==> src/rtl/ram_arb_pkg.sv <==
// Shared types and helpers for the multi-channel RAM arbiter (ram_arb).
// Optional feature macro used by the top: RAM_ARB_RDREG_EN.
package ram_arb_pkg;

  // Largest supported channel count; the helpers below are sized for it.
  localparam int MAX_NCH = 16;

  // Pointer/tag width, at least one bit even for tiny channel counts.
  function automatic int clog2_min1(input int n);
    return (n <= 2) ? 1 : $clog2(n);
  endfunction

  localparam int TAG_W = clog2_min1(MAX_NCH);

  // Channel tag carried alongside a read through the return pipeline.
  typedef logic [TAG_W-1:0] tag_t;

  // Round-robin pick: first requester at or after ptr, wrapping modulo nch.
  // Bits at or above nch are never set.
  function automatic logic [MAX_NCH-1:0] rr_pick(input logic [MAX_NCH-1:0] req,
                                                 input logic [TAG_W-1:0]   ptr,
                                                 input int                 nch);
    logic [MAX_NCH-1:0] g;
    logic [TAG_W:0]     c;
    g = '0;
    for (int k = 0; k < MAX_NCH; k++) begin
      if (k < nch) begin
        c = {1'b0, ptr} + (TAG_W+1)'(k);
        if (c >= (TAG_W+1)'(nch)) c = c - (TAG_W+1)'(nch);
        if ((g == '0) && req[c[TAG_W-1:0]]) g[c[TAG_W-1:0]] = 1'b1;
      end
    end
    return g;
  endfunction

endpackage

==> src/rtl/ram_arb_arbiter.sv <==
// Round-robin arbiter for ram_arb: owns the priority pointer and produces a
// one-hot grant plus the granted channel index. Grants are suppressed while
// rst_n is low so requests are ignored during reset.
module rr_arbiter
  import ram_arb_pkg::*;
#(
  parameter  int NCH = 4,
  localparam int TW  = clog2_min1(NCH)
) (
  input  logic           clk,
  input  logic           rst_n,
  input  logic [NCH-1:0] req,
  output logic [NCH-1:0] gnt,
  output logic [TW-1:0]  gnt_idx,
  output logic           gnt_any
);

  logic [TW-1:0]      ptr;
  logic [TW-1:0]      ptr_nxt;
  logic [MAX_NCH-1:0] pick;

  // Grant selection and index encode.
  always_comb begin
    pick    = rr_pick(MAX_NCH'(req), TAG_W'(ptr), NCH);
    gnt     = rst_n ? pick[NCH-1:0] : '0;
    gnt_any = rst_n & (|pick);
    gnt_idx = '0;
    for (int i = 0; i < NCH; i++) begin
      if (gnt[i]) gnt_idx = TW'(i);
    end
  end

  // Pointer moves just past the winner; holds when nobody is granted.
  always_comb begin
    ptr_nxt = ptr;
    if (gnt_any) begin
      ptr_nxt = (gnt_idx == TW'(NCH-1)) ? '0 : gnt_idx + TW'(1);
    end
  end

  // Pointer register with synchronous reset to channel 0.
  always_ff @(posedge clk) begin
    if (!rst_n) ptr <= '0;
    else        ptr <= ptr_nxt;
  end

endmodule

==> src/rtl/ram_arb.sv <==
// ram_arb: single-port synchronous RAM shared by NCH channels through a
// round-robin arbiter, with tagged read returns and out-of-range protection.
// Optional macro RAM_ARB_RDREG_EN adds an output register on rdata/rvalid
// (read latency 2 instead of 1).
module ram_arb
  import ram_arb_pkg::*;
#(
  parameter int DEPTH = 256,
  parameter int AWID  = 8,
  parameter int DWID  = 16,
  parameter int NCH   = 4
) (
  input  logic                clk,
  input  logic                rst_n,
  input  logic [NCH-1:0]      req,
  input  logic [NCH-1:0]      we,
  input  logic [NCH*AWID-1:0] addr,
  input  logic [NCH*DWID-1:0] din,
  output logic [NCH-1:0]      gnt,
  output logic [NCH-1:0]      rvalid,
  output logic [DWID-1:0]     rdata
);

  localparam int TW = clog2_min1(NCH);
  localparam int MW = clog2_min1(DEPTH);

  logic [TW-1:0]   gnt_idx;
  logic            gnt_any;
  logic [AWID-1:0] sel_addr;
  logic [DWID-1:0] sel_din;
  logic            sel_we;
  logic            in_range;
  logic            write_en;
  logic            read_en;
  logic [MW-1:0]   mem_idx;

  logic [DWID-1:0] mem [DEPTH];

  logic            rv1;
  tag_t            tag1;
  logic [DWID-1:0] rdata1;

  logic            out_v;
  tag_t            out_tag;
  logic [DWID-1:0] out_data;

  rr_arbiter #(.NCH(NCH)) u_arb (
    .clk     (clk),
    .rst_n   (rst_n),
    .req     (req),
    .gnt     (gnt),
    .gnt_idx (gnt_idx),
    .gnt_any (gnt_any)
  );

  // Steer the winning channel's command onto the single RAM port.
  always_comb begin
    sel_addr = addr[gnt_idx*AWID +: AWID];
    sel_din  = din[gnt_idx*DWID +: DWID];
    sel_we   = we[gnt_idx];
    in_range = ({1'b0, sel_addr} < (AWID+1)'(DEPTH));
    mem_idx  = sel_addr[MW-1:0];
    write_en = gnt_any & sel_we & in_range;
    read_en  = gnt_any & ~sel_we;
  end

  // Memory array write; contents deliberately survive reset.
  always_ff @(posedge clk) begin
    if (write_en) mem[mem_idx] <= sel_din;
  end

  // Array read register with tag; out-of-range reads return zero.
  always_ff @(posedge clk) begin
    if (!rst_n) begin
      rv1    <= 1'b0;
      tag1   <= '0;
      rdata1 <= '0;
    end else begin
      rv1 <= read_en;
      if (read_en) begin
        tag1   <= tag_t'(gnt_idx);
        rdata1 <= in_range ? mem[mem_idx] : '0;
      end
    end
  end

`ifdef RAM_ARB_RDREG_EN
  logic            rv2;
  tag_t            tag2;
  logic [DWID-1:0] rdata2;

  // Extra output stage; rdata only advances when a read moves through.
  always_ff @(posedge clk) begin
    if (!rst_n) begin
      rv2    <= 1'b0;
      tag2   <= '0;
      rdata2 <= '0;
    end else begin
      rv2 <= rv1;
      if (rv1) begin
        tag2   <= tag1;
        rdata2 <= rdata1;
      end
    end
  end

  assign out_v    = rv2;
  assign out_tag  = tag2;
  assign out_data = rdata2;
`else
  assign out_v    = rv1;
  assign out_tag  = tag1;
  assign out_data = rdata1;
`endif

  // Decode the tag into the one-hot return strobe; outputs are quiet in reset
  // so a read in flight when reset arrives is never seen.
  always_comb begin
    rvalid = '0;
    for (int i = 0; i < NCH; i++) begin
      rvalid[i] = rst_n & out_v & (out_tag == tag_t'(i));
    end
    rdata = rst_n ? out_data : '0;
  end

endmodule

==> config.mk <==
export PLATFORM = sky130hd
export DESIGN_NAME = ram_arb
export DESIGN_NICKNAME = d
export VERILOG_FILES = /design/src/rtl/ram_arb_pkg.sv /design/src/rtl/ram_arb_arbiter.sv /design/src/rtl/ram_arb.sv
export SDC_FILE = /design/constraint.sdc
export NUM_CORES = 2
export LEC_CHECK = 0
export BUFFER_PORTS_ARGS = -buffer_cell sky130_fd_sc_hd__buf_2
export CAP_MARGIN = 20
export CORE_MARGIN = 3
export CORE_UTILIZATION = 40
export DETAILED_ROUTE_END_ITERATION = 8
export PLACE_DENSITY = 0.62
export SYNTH_ARGS = -nofsm -noshare
export SYNTH_HDL_FRONTEND = slang
export SYNTH_SLANG_ARGS = --single-unit
==> constraint.sdc <==
create_clock -name clk -period 19.9 [get_ports clk]
set_input_delay 0 -clock clk [delete_from_list [all_inputs] [get_ports clk]]
set_output_delay 0 -clock clk [all_outputs]
set_load 0.005 [all_outputs]
==> flow_summary.json <==
{
  "status": "complete, but fails checks",
  "violations": "design-rule violations, negative hold slack",
  "clk_latency_ns": 1.02,
  "cts-root-buf": "clkbuf_16",
  "die_x_um": 640,
  "finalWirelength_um": 527000,
  "r2r-end": "out_data[4]$_SDFFE_PN0P_",
  "fmax_mhz": 101,
  "fp.dieH_um": 640,
  "grt_pass1_wl_um": 723000,
  "detail_route.wl_per_cell_um": 36.2,
  "grt_max_degree": 228,
  "vias": 92092,
  "cp-startpoint": "u_arb.ptr[0]$_SDFFE_PN0P_",
  "period_minus_slack_ns": 9.94,
  "cp.arrival_ns": 10.84,
  "cp.required_ns": 20.80,
  "synth-seq-cells": 4117,
  "max_cap_violations": 0,
  "clock_sinks": 4117,
  "grt.overflow.total": 0,
  "skew_ns": 0.0776,
  "holdWs_ns": -0.0392,
  "setup_viol_count_final": 0,
  "io_pins": 130,
  "start_util_pct": 40.2,
  "fp.coreArea_mm2": 0.400,
  "yosysTopAreaCell": "edfxtp_1",
  "critPathCapture": "out_data[4]$_SDFFE_PN0P_",
  "placed_cell_area_mm2": 0.170,
  "min_period_over_period_pct": 49.9,
  "syn_inst": 8335,
  "hold_viol_final": 5,
  "via_per_inst": 6.32,
  "clkTransAtPathRegs_ns": 0.06,
  "std_cell_rows": 232,
  "crit-reg2reg-launch": "u_arb.ptr[0]$_SDFFE_PN0P_",
  "gp_routability_congestion": 0.922,
  "area_delta_synth_final_pct": 14.5,
  "nNetsFinal": 9036,
  "cts_tree": "built",
  "drtPass1Iterations": 9,
  "crit_fanout": 39,
  "synth.most_common_cell": "edfxtp_1",
  "slew_viol_final": 0,
  "syn_nets": 8449,
  "post_cts_buffers": 0,
  "yosysSeqAreaShare_pct": 76.7,
  "die_area_mm2": 0.410,
  "post-route-cell-area_mm2": 0.184,
  "rr_worst_depth": 20,
  "yosysTopAreaCellShare_pct": 76.4,
  "ff2ff_setup_slack_ns": 9.96,
  "synth.distinct_cells": 92,
  "finalSetupTns_ns": 0,
  "critPathKind": "flip-flop to flip-flop",
  "drc": 2,
  "synthTopCellsByCount": "edfxtp_1, nand2_1, mux4_2",
  "startpoint_type": "flip-flop",
  "antenna_found_initial": 45,
  "synth-main-ff-cell": "edfxtp_1",
  "cts_buffers": 421,
  "grt_pass1_vias": 87988,
  "critPathCaptureType": "flip-flop",
  "async_reset_ff_share_pct": 0,
  "synth_area_leaders": "edfxtp_1, mux4_2, nand2_1, mux2i_1, a22oi_1",
  "n_fill_cell": 33176,
  "grtUsageTotal_pct": 25.3,
  "worstMarginPinSlew_ns": 1.47,
  "avgSynthCellArea_um2": 19.3,
  "slew_headroom_pct": 2.33,
  "rsz0062_at_grt": "false",
  "ys.warnings.count": 0,
  "drive_above_1_share_pct": 23.9,
  "drt_iter0_markers": 14731,
  "min_path_type": "input port to flip-flop",
  "synth_edf_count": 4096,
  "clockBufferDepth": 4,
  "drt.antenna.violating_nets": 0,
  "syn_area_mm2": 0.161,
  "htreeDepth": 5,
  "dp.final_hpwl_um": 317000,
  "port_buffers": 129
}
area by class of cell:
type / count / area [µm²] / area share (%)
antenna: 35 / 87.6 / 0.0475
tap: 5265 / 6590 / 3.58
clock inverter: 276 / 2450 / 1.33
inverter: 12 / 45.0 / 0.0244
multi-input combinational: 3688 / 35200 / 19.1
timing repair buffer: 682 / 5500 / 2.99
sequential: 4117 / 123000 / 67.0
clock buffer: 502 / 11000 / 5.96
routing by layer:
layer  up-vias  track usage [%]  routed length (µm)
li1      35571                -                   -
met1     48306             33.6              190000
met2      6902             37.0              231000
met3      1281             8.56               74000
met4        32             12.7               31600
met5         -            0.378                 521
how the worst min path moves through the flow:
stage               startpoint                 endpoint  slack (ns)  cells past startpoint
finish                  din[1]     mem[97][1]$_DFFE_PP_       -0.04                      4
global route            din[1]     mem[97][1]$_DFFE_PP_        0.01                      4
CTS                     din[1]     mem[97][1]$_DFFE_PP_        0.01                      4
detailed placement       we[3]  out_tag[1]$_SDFFE_PN0P_        0.45                      5
global placement         we[3]  out_tag[1]$_SDFFE_PN0P_        0.46                      5
floorplan                we[2]  out_tag[1]$_SDFFE_PN0P_        0.33                      4
through the flow:
| step | hold slack [ns] | util (%) | setup slack, ns | instances |
|---|---|---|---|---|
| final | -0.0392 | 46.1 | 9.96 | 14577 |
| after global routing | 0.0135 | 46.0 | 9.53 | 14552 |
| after CTS | 0.0126 | 45.9 | 9.83 | 14516 |
| after detailed placement | 0.452 | 42.5 | 9.83 | 13689 |
| after global placement | 0.464 | 42.4 | 9.84 | 13664 |
| after floorplan | 0.331 | - | 7.41 | 8335 |
worst max-delay path, stage by stage (launching register included):
cell and delay [ns]:
dfxtp_1 0.60, inv_1 0.30, ha_1 0.42, mux2_2 0.39
a22oi_1 0.52, o2bb2ai_1 0.24, nand4_1 0.26, o211ai_1 0.54
o31ai_4 0.12, buf_4 0.42, a211oi_1 0.58, or3_4 0.62
buf_4 0.68, nand3_4 0.61, buf_4 0.54, a21oi_1 0.24
nor3_1 0.08, nand3_1 0.73, nand3_1 0.55, or4_1 0.97
a41oi_1 0.32
logic make-up after synthesis:
| logic type | Yosys count | synth area share, % |
|---|---|---|
| multiplexers | 967 | 11.9 |
| flip-flops | 4117 | 76.7 |
| adder cells (fa/ha/maj) | 8 | 0.0622 |
| AND/OR/NAND/NOR | 1609 | 4.38 |
| buffers and inverters | 530 | 2.20 |
| AO/OA/AOI/OAI | 1104 | 4.76 |
flip-flops by register name (all words and copies together), names as in the netlist:
name	count
out_v	1
out_tag	2
out_data	16
u_arb.ptr	2
mem	4096
repair_timing:
action / 4_1_cts / 5_1_grt
setup endpoints to repair: 0 / 0
endpoints found under the hold margin: 377 / 0
resized for setup: 0 / 0
hold buffers: 49 / 0
layout by cell type (no fill, tap or decap), drive strengths merged, types with 58 or more instances in the layout:
cell type  instances
edfxtp          4096
clkbuf           505
nand3            198
o21ai             66
mux4             749
a211oi            58
a31oi             79
nor2             308
o22ai             81
nor3             133
buf              632
a21oi            292
clkinv           225
nand2            760
mux2i            201
a22oi            215
Power is left out: the tool's default activity adds up to more than one toggle a clock period on the data nets, which glitch-free logic cannot reach.
